$ cat src/rtl/imm_decode_stage.sv
`default_nettype none
// ============================================================================
//  Module      : imm_decode_stage
//  Description : Registered, handshaked immediate generator placed between
//                fetch and decode/execute. It extracts the I/S/B/U/J
//                immediates (sign-extended to XLEN), the CSR zimm and the
//                shift amount (zero-extended) from a 32-bit instruction.
//                A three-state pipeline register with a skid buffer keeps
//                full throughput under backpressure. An opaque sideband tag
//                travels with every beat.
//
//  Optional feature (compile-time macro IMMDEC_AUTODECODE_EN):
//                When defined, the ImmSrc port is ignored and the immediate
//                kind is derived from the opcode and funct3 of instr_d.
//                When undefined, ImmSrc selects the kind directly.
//
//  Parameters  : XLEN  - datapath width, 32 or 64
//                TAG_W - sideband width
//
//  Ports       : clk        in   clock, rising edge
//                rst        in   synchronous active-high reset
//                flush      in   drop every held beat
//                in_valid   in   upstream beat valid
//                in_ready   out  stage can accept a beat
//                instr_d    in   32-bit instruction word
//                ImmSrc     in   immediate kind (000 none .. 111 shamt)
//                tag_in     in   sideband, passed through unchanged
//                out_valid  out  output beat valid
//                out_ready  in   downstream accepts
//                imm        out  extended immediate
//                tag_out    out  sideband matching imm
//                imm_err    out  illegal shift amount for XLEN
//
//  Revision    : 1.0 - initial release
// ============================================================================
module imm_decode_stage #(
    parameter int XLEN  = 64,
    parameter int TAG_W = 64
) (
    input  logic             clk,
    input  logic             rst,
    input  logic             flush,
    input  logic             in_valid,
    output logic             in_ready,
    input  logic [31:0]      instr_d,
    input  logic [2:0]       ImmSrc,
    input  logic [TAG_W-1:0] tag_in,
    output logic             out_valid,
    input  logic             out_ready,
    output logic [XLEN-1:0]  imm,
    output logic [TAG_W-1:0] tag_out,
    output logic             imm_err
);

    // ------------------------------------------------------------------------
    // Elaboration-time parameter check
    // ------------------------------------------------------------------------
    generate
        if (XLEN != 32 && XLEN != 64) begin : g_bad_xlen
            $error("imm_decode_stage: XLEN must be 32 or 64");
        end
    endgenerate

    // ------------------------------------------------------------------------
    // Immediate kind encodings
    // ------------------------------------------------------------------------
    localparam logic [2:0] c_SRC_NONE = 3'b000;
    localparam logic [2:0] c_SRC_I    = 3'b001;
    localparam logic [2:0] c_SRC_S    = 3'b010;
    localparam logic [2:0] c_SRC_B    = 3'b011;
    localparam logic [2:0] c_SRC_U    = 3'b100;
    localparam logic [2:0] c_SRC_J    = 3'b101;
    localparam logic [2:0] c_SRC_Z    = 3'b110;
    localparam logic [2:0] c_SRC_SH   = 3'b111;

    // ------------------------------------------------------------------------
    // Handshake state
    // ------------------------------------------------------------------------
    typedef enum logic [1:0] {
        S_EMPTY = 2'd0,
        S_FULL  = 2'd1,
        S_SKID  = 2'd2
    } state_t;

    state_t            r_state;
    logic              r_in_ready;
    logic              r_out_valid;
    logic [XLEN-1:0]   r_out_imm;
    logic [TAG_W-1:0]  r_out_tag;
    logic              r_out_err;
    logic [XLEN-1:0]   r_skid_imm;
    logic [TAG_W-1:0]  r_skid_tag;
    logic              r_skid_err;

    logic              w_in_fire;
    logic              w_out_fire;

    // ------------------------------------------------------------------------
    // Immediate kind selection
    // ------------------------------------------------------------------------
    logic [2:0]        w_src;
    // Set for the 32-bit word shifts (slliw/srliw/sraiw): always a 5-bit
    // shift amount, with bit 25 flagged as illegal.
    logic              w_sh_w;

`ifdef IMMDEC_AUTODECODE_EN
    logic [6:0]        w_opcode;
    logic [2:0]        w_funct3;
    logic              w_unused_immsrc;

    assign w_opcode        = instr_d[6:0];
    assign w_funct3        = instr_d[14:12];
    assign w_unused_immsrc = ^ImmSrc;

    always_comb begin
        w_src  = c_SRC_NONE;
        w_sh_w = 1'b0;
        case (w_opcode)
            7'b0000011,
            7'b1100111: w_src = c_SRC_I;
            7'b0010011: begin
                if (w_funct3 == 3'b001 || w_funct3 == 3'b101) begin
                    w_src = c_SRC_SH;
                end else begin
                    w_src = c_SRC_I;
                end
            end
            7'b0011011: begin
                // The *W opcode space does not exist on RV32.
                if (XLEN == 64) begin
                    if (w_funct3 == 3'b001 || w_funct3 == 3'b101) begin
                        w_src  = c_SRC_SH;
                        w_sh_w = 1'b1;
                    end else begin
                        w_src = c_SRC_I;
                    end
                end
            end
            7'b0100011: w_src = c_SRC_S;
            7'b1100011: w_src = c_SRC_B;
            7'b0110111,
            7'b0010111: w_src = c_SRC_U;
            7'b1101111: w_src = c_SRC_J;
            7'b1110011: begin
                if (w_funct3[2]) begin
                    w_src = c_SRC_Z;
                end else begin
                    w_src = c_SRC_I;
                end
            end
            default:    w_src = c_SRC_NONE;
        endcase
    end
`else
    logic              w_unused_opcode;

    assign w_src           = ImmSrc;
    assign w_sh_w          = 1'b0;
    assign w_unused_opcode = ^instr_d[6:0];
`endif

    // ------------------------------------------------------------------------
    // Immediate formation
    // ------------------------------------------------------------------------
    // Every form is first built as a 32-bit value whose bit 31 is the
    // extension bit: sign-extended forms carry instr[31] there, zimm and
    // shamt carry 0. Widening to XLEN then only replicates bit 31.
    logic [31:0]       w_imm32;
    logic [XLEN-1:0]   w_imm;
    logic              w_err;

    always_comb begin
        w_imm32 = 32'd0;
        w_err   = 1'b0;
        case (w_src)
            c_SRC_I:  w_imm32 = {{20{instr_d[31]}}, instr_d[31:20]};
            c_SRC_S:  w_imm32 = {{20{instr_d[31]}}, instr_d[31:25],
                                 instr_d[11:7]};
            c_SRC_B:  w_imm32 = {{19{instr_d[31]}}, instr_d[31], instr_d[7],
                                 instr_d[30:25], instr_d[11:8], 1'b0};
            c_SRC_U:  w_imm32 = {instr_d[31:12], 12'd0};
            c_SRC_J:  w_imm32 = {{11{instr_d[31]}}, instr_d[31],
                                 instr_d[19:12], instr_d[20],
                                 instr_d[30:21], 1'b0};
            c_SRC_Z:  w_imm32 = {27'd0, instr_d[19:15]};
            c_SRC_SH: begin
                if (XLEN == 64 && !w_sh_w) begin
                    w_imm32 = {26'd0, instr_d[25:20]};
                end else begin
                    // Only 5 shift bits are legal; bit 25 set is an error.
                    w_imm32 = {27'd0, instr_d[24:20]};
                    w_err   = instr_d[25];
                end
            end
            default:  w_imm32 = 32'd0;
        endcase
    end

    always_comb begin
        w_imm       = {XLEN{w_imm32[31]}};
        w_imm[31:0] = w_imm32;
    end

    // ------------------------------------------------------------------------
    // Handshake
    // ------------------------------------------------------------------------
    // in_ready is a pure function of the registered state; reset only masks
    // it so no beat can be accepted while the stage is being cleared.
    assign in_ready   = r_in_ready & ~rst;
    assign w_in_fire  = in_valid & in_ready;
    assign w_out_fire = r_out_valid & out_ready;

    always_ff @(posedge clk) begin
        if (rst) begin
            r_state     <= S_EMPTY;
            r_in_ready  <= 1'b1;
            r_out_valid <= 1'b0;
            r_out_imm   <= '0;
            r_out_tag   <= '0;
            r_out_err   <= 1'b0;
            r_skid_imm  <= '0;
            r_skid_tag  <= '0;
            r_skid_err  <= 1'b0;
        end else if (flush) begin
            // Any beat offered this cycle is dropped along with held ones.
            r_state     <= S_EMPTY;
            r_in_ready  <= 1'b1;
            r_out_valid <= 1'b0;
        end else begin
            case (r_state)
                S_EMPTY: begin
                    if (w_in_fire) begin
                        r_out_imm   <= w_imm;
                        r_out_tag   <= tag_in;
                        r_out_err   <= w_err;
                        r_out_valid <= 1'b1;
                        r_in_ready  <= 1'b1;
                        r_state     <= S_FULL;
                    end
                end
                S_FULL: begin
                    if (w_in_fire && w_out_fire) begin
                        r_out_imm <= w_imm;
                        r_out_tag <= tag_in;
                        r_out_err <= w_err;
                    end else if (w_in_fire) begin
                        // Output is stalled; park the new beat behind it.
                        r_skid_imm <= w_imm;
                        r_skid_tag <= tag_in;
                        r_skid_err <= w_err;
                        r_in_ready <= 1'b0;
                        r_state    <= S_SKID;
                    end else if (w_out_fire) begin
                        r_out_valid <= 1'b0;
                        r_state     <= S_EMPTY;
                    end
                end
                S_SKID: begin
                    if (w_out_fire) begin
                        r_out_imm  <= r_skid_imm;
                        r_out_tag  <= r_skid_tag;
                        r_out_err  <= r_skid_err;
                        r_in_ready <= 1'b1;
                        r_state    <= S_FULL;
                    end
                end
                default: begin
                    r_state     <= S_EMPTY;
                    r_in_ready  <= 1'b1;
                    r_out_valid <= 1'b0;
                end
            endcase
        end
    end

    assign out_valid = r_out_valid;
    assign imm       = r_out_imm;
    assign tag_out   = r_out_tag;
    assign imm_err   = r_out_err;

endmodule
`default_nettype wire
$ cat config.mk
export PLATFORM = sky130hd
export DESIGN_NAME = imm_decode_stage
export DESIGN_NICKNAME = d
export VERILOG_FILES = /design/src/rtl/imm_decode_stage.sv
export SDC_FILE = /design/constraint.sdc
export NUM_CORES = 1
export LEC_CHECK = 0
export ABC_AREA = 1
export CAP_MARGIN = 5
export CORE_AREA = 2 2 115 172
export DETAILED_ROUTE_END_ITERATION = 16
export DIE_AREA = 0 0 117 174
export GPL_TIMING_DRIVEN = 0
export HOLD_SLACK_MARGIN = 0.1
export MAX_ROUTING_LAYER = met4
export PLACE_DENSITY_LB_ADDON = 0.05
export SLEW_MARGIN = 25
export SYNTH_ARGS = -nofsm -noshare
export SYNTH_HDL_FRONTEND = slang
export SYNTH_SLANG_ARGS = --single-unit
$ cat constraint.sdc
create_clock -name clk -period 1.9 [get_ports clk]
set_input_delay 0.475 -clock clk [delete_from_list [all_inputs] [get_ports clk]]
set_output_delay 0.475 -clock clk [all_outputs]
set_load 0.1 [all_outputs]
==> results of run 1 <==
==> registers in the layout, summed over array words and instances (netlist names) <==
register	count
r_skid_imm	32
imm	32
r_state	2
out_valid	1
r_in_ready	1
tag_out	64
r_skid_tag	64
==> repair_timing <==
action                     in CTS  in global routing
resized for setup             506                 40
pin swaps                       0                  1
setup endpoints to repair     151                139
setup buffers                   2                  0
==> per-stage QoR <==
stage	setup TNS, ns	utilization
3_3_place_gp	-81.23	0.622
5_1_grt	-0.00995	0.662
2_1_floorplan	-0.147	-
6_report	0	0.662
4_1_cts	0	0.659
3_5_place_dp	-88.23	0.622
==> layout make-up <==
class / count / area share
flip-flops and latches: 196 / 0.312
inverters: 131 / 0.0396
plain buffers: 121 / 0.0622
clock buffers: 18 / 0.0341
well taps: 256 / 0.0254
multi-input cells: 1012 / 0.328
repair buffers: 226 / 0.187
clock inverters: 14 / 0.0123
==> metal layers <==
layer	part of all wire	global-route usage	routed length (µm)
met1	0.39	0.287	10400
met2	0.53	0.487	14100
met3	0.040	0.0401	1060
met4	0.039	0.123	1050
met5	0	-	0
==> power by group <==
group | switching, µW | internal, µW | leakage (µW)
Clock | 1670 | 1950 | 0.000281
Combinational | 2020 | 763 | 0.00387
Sequential | 75.5 | 4260 | 0.00159
Total | 3770 | 6970 | 0.00574
==> kinds of logic (layout without fill, tap and decap cells) <==
group / count (synthesis) / after routing / synth area share
buffers and inverters: 252 / 510 / 0.131
AND/OR/NAND/NOR: 836 / 836 / 0.348
AO/OA/AOI/OAI: 175 / 175 / 0.0959
other: 1 / 1 / 0.000406
flip-flops: 196 / 196 / 0.424
==> synthesized netlist by cell type, types with 2 or more instances <==
| cell type | number |
|---|---|
| a21oi_1 | 69 |
| buf_1 | 9 |
| buf_2 | 33 |
| buf_4 | 41 |
| buf_6 | 9 |
| clkbuf_1 | 29 |
| dfxtp_1 | 196 |
| inv_1 | 127 |
| inv_2 | 3 |
| nand2_1 | 448 |
| nand3_1 | 33 |
| nand3_2 | 2 |
| nand4_1 | 8 |
| nor2_1 | 343 |
| o21ai_0 | 102 |
==> final timing paths <==
kind | depth (start not counted) | to
hold / removal | 2 | r_skid_imm[11]
setup reg to reg | 7 | imm[20]
setup / recovery | 1 | imm[1]
hold reg to reg | 2 | r_skid_tag[55]
==> impl_metrics.toml, run 1 <==
[detailed_routing]
drc_errors = 0
drt_iter0_markers = 530
postRouteAntennaNets = 0
drt_first_pass_iters = 5
wl_per_cell_um = 13.5
drt-total-wl_mm = 26.7
viasPerCell = 4.76
via_count = 9389

[floorplanning]
rows = 62
fp.dieW_um = 117
initial_utilization = 0.487
pin_count = 235
die_height_um = 174
core-area_um2 = 19000
dieArea_um2 = 20400

[worst_setup_path]
startpoint = "imm[1]"
crit_chain = "clkdlybuf4s15_2"
cpPeakStageDelay_ns = 0.58
cp.required_ns = 1.42
arrival_ns = 1.40
critPathBufInv = 1
path_max_fanout = 2
startpoint_type = "flop"
cp_top_family = "buffers and inverters"
crit_type = "reg -> out"
rrSetupSlack_ns = 0.09
cp-end-kind = "primary output"
rr_startpoint = "r_state[1]"
crit_slowest_cell = "clkdlybuf4s15_2"

[sta]
timing.hold.ws_ns = 0.249
timing.fmax_ghz = 0.532
setup_ws_ns = 0.0220
finalHoldViolCount = 0
clock_skew_ns = 0.0105
fin_crit_sh = 0.988
slew_viol_final = 0
period_needed_ns = 1.88
max_slew_margin = 0.580
finalSetupViolCount = 0
worst_pin_slew_ns = 0.629

[logic_synthesis]
synth.avg_cell_area_um2 = 6.33
synth_area_um2 = 9250
yosysSeqAreaShare = 0.424
yosysTopAreaCell = "dfxtp_1"
synthFlopType = "dfxtp_1"
ys_async_sr_fraction = 0
yosys.area.top_type_share = 0.424
yosysWarnings = 0
synth_top_cells_by_area = "dfxtp_1 42%, nand2_1 18%, nor2_1 14%"
synth.net_count = 1564
yosys_register_bits = 196
synth_edf_count = 0
yosysUniqueCellTypes = 23
syn_inst = 1460

[clock_network]
cts_tree = "built"
cts_buffer_depth = 2
ctsHoldBuffers = 0
insertion_delay_ns = 0.45
clk_transition_reported_paths_ns = 0.07
cts_made_buffers = 17
h-tree-depth = 4
clock-sinks = 196
cts-root-buf = "clkbuf_16"

[hold_path]
hold_class = "in -> reg"
min_from = "rst"

[pwr]
leakagePower_uw = 0.00574
vdd_ir_drop_max_mv = 0.659
power_uw = 10700
power.density_nw_per_um2 = 853

[job]
cap_viol_max_count = 0

[cells_and_area]
diodes = 0
final_common_cell = "nand2_1"
multi_input_area_um2 = 4120
final_cell_mix = "447 x nand2_1, 341 x nor2_1, 193 x dfxtp_1, 126 x inv_1, 99 x o21ai_0"
instances_no_fill = 1974
num-nets-final = 1809
nFillCells = 1828
layout-drive-gt1-share = 0.161
seqCellArea_um2 = 3930
area_delta_synth_final_pct = 36.1
finalInstanceArea_um2 = 12600

[global_route]
grt_overflow = 0
grt_pass1_wl_mm = 42.0
grt_max_degree = 18
grtUsageTotal = 0.272
antenna_found_initial = 0
first_global_vias = 8603

[status]
outcome = "completed"

[placement]
placed_cells = 1940
dpl_worst_slack_ns = -1.53
dpl.hpwl_mm = 19.8
portBuffers = 224
placed_area_um2 = 11800
globalplace.congestion = 0.939
No activity file was read; power rests on OpenSTA's default activity.
==> run 2: changes to the inputs <==
--- a/config.mk
+++ b/config.mk
@@ -11,10 +11,10 @@
 export DETAILED_ROUTE_END_ITERATION = 16
 export DIE_AREA = 0 0 117 174
 export GPL_TIMING_DRIVEN = 0
-export HOLD_SLACK_MARGIN = 0.1
+export HOLD_SLACK_MARGIN = 0.05
 export MAX_ROUTING_LAYER = met4
 export PLACE_DENSITY_LB_ADDON = 0.05
-export SLEW_MARGIN = 25
+export SLEW_MARGIN = 20
 export SYNTH_ARGS = -nofsm -noshare
 export SYNTH_HDL_FRONTEND = slang
 export SYNTH_SLANG_ARGS = --single-unit
==> results of run 2 <==
Final layout, timing and power as in run 1 (identical DEF).
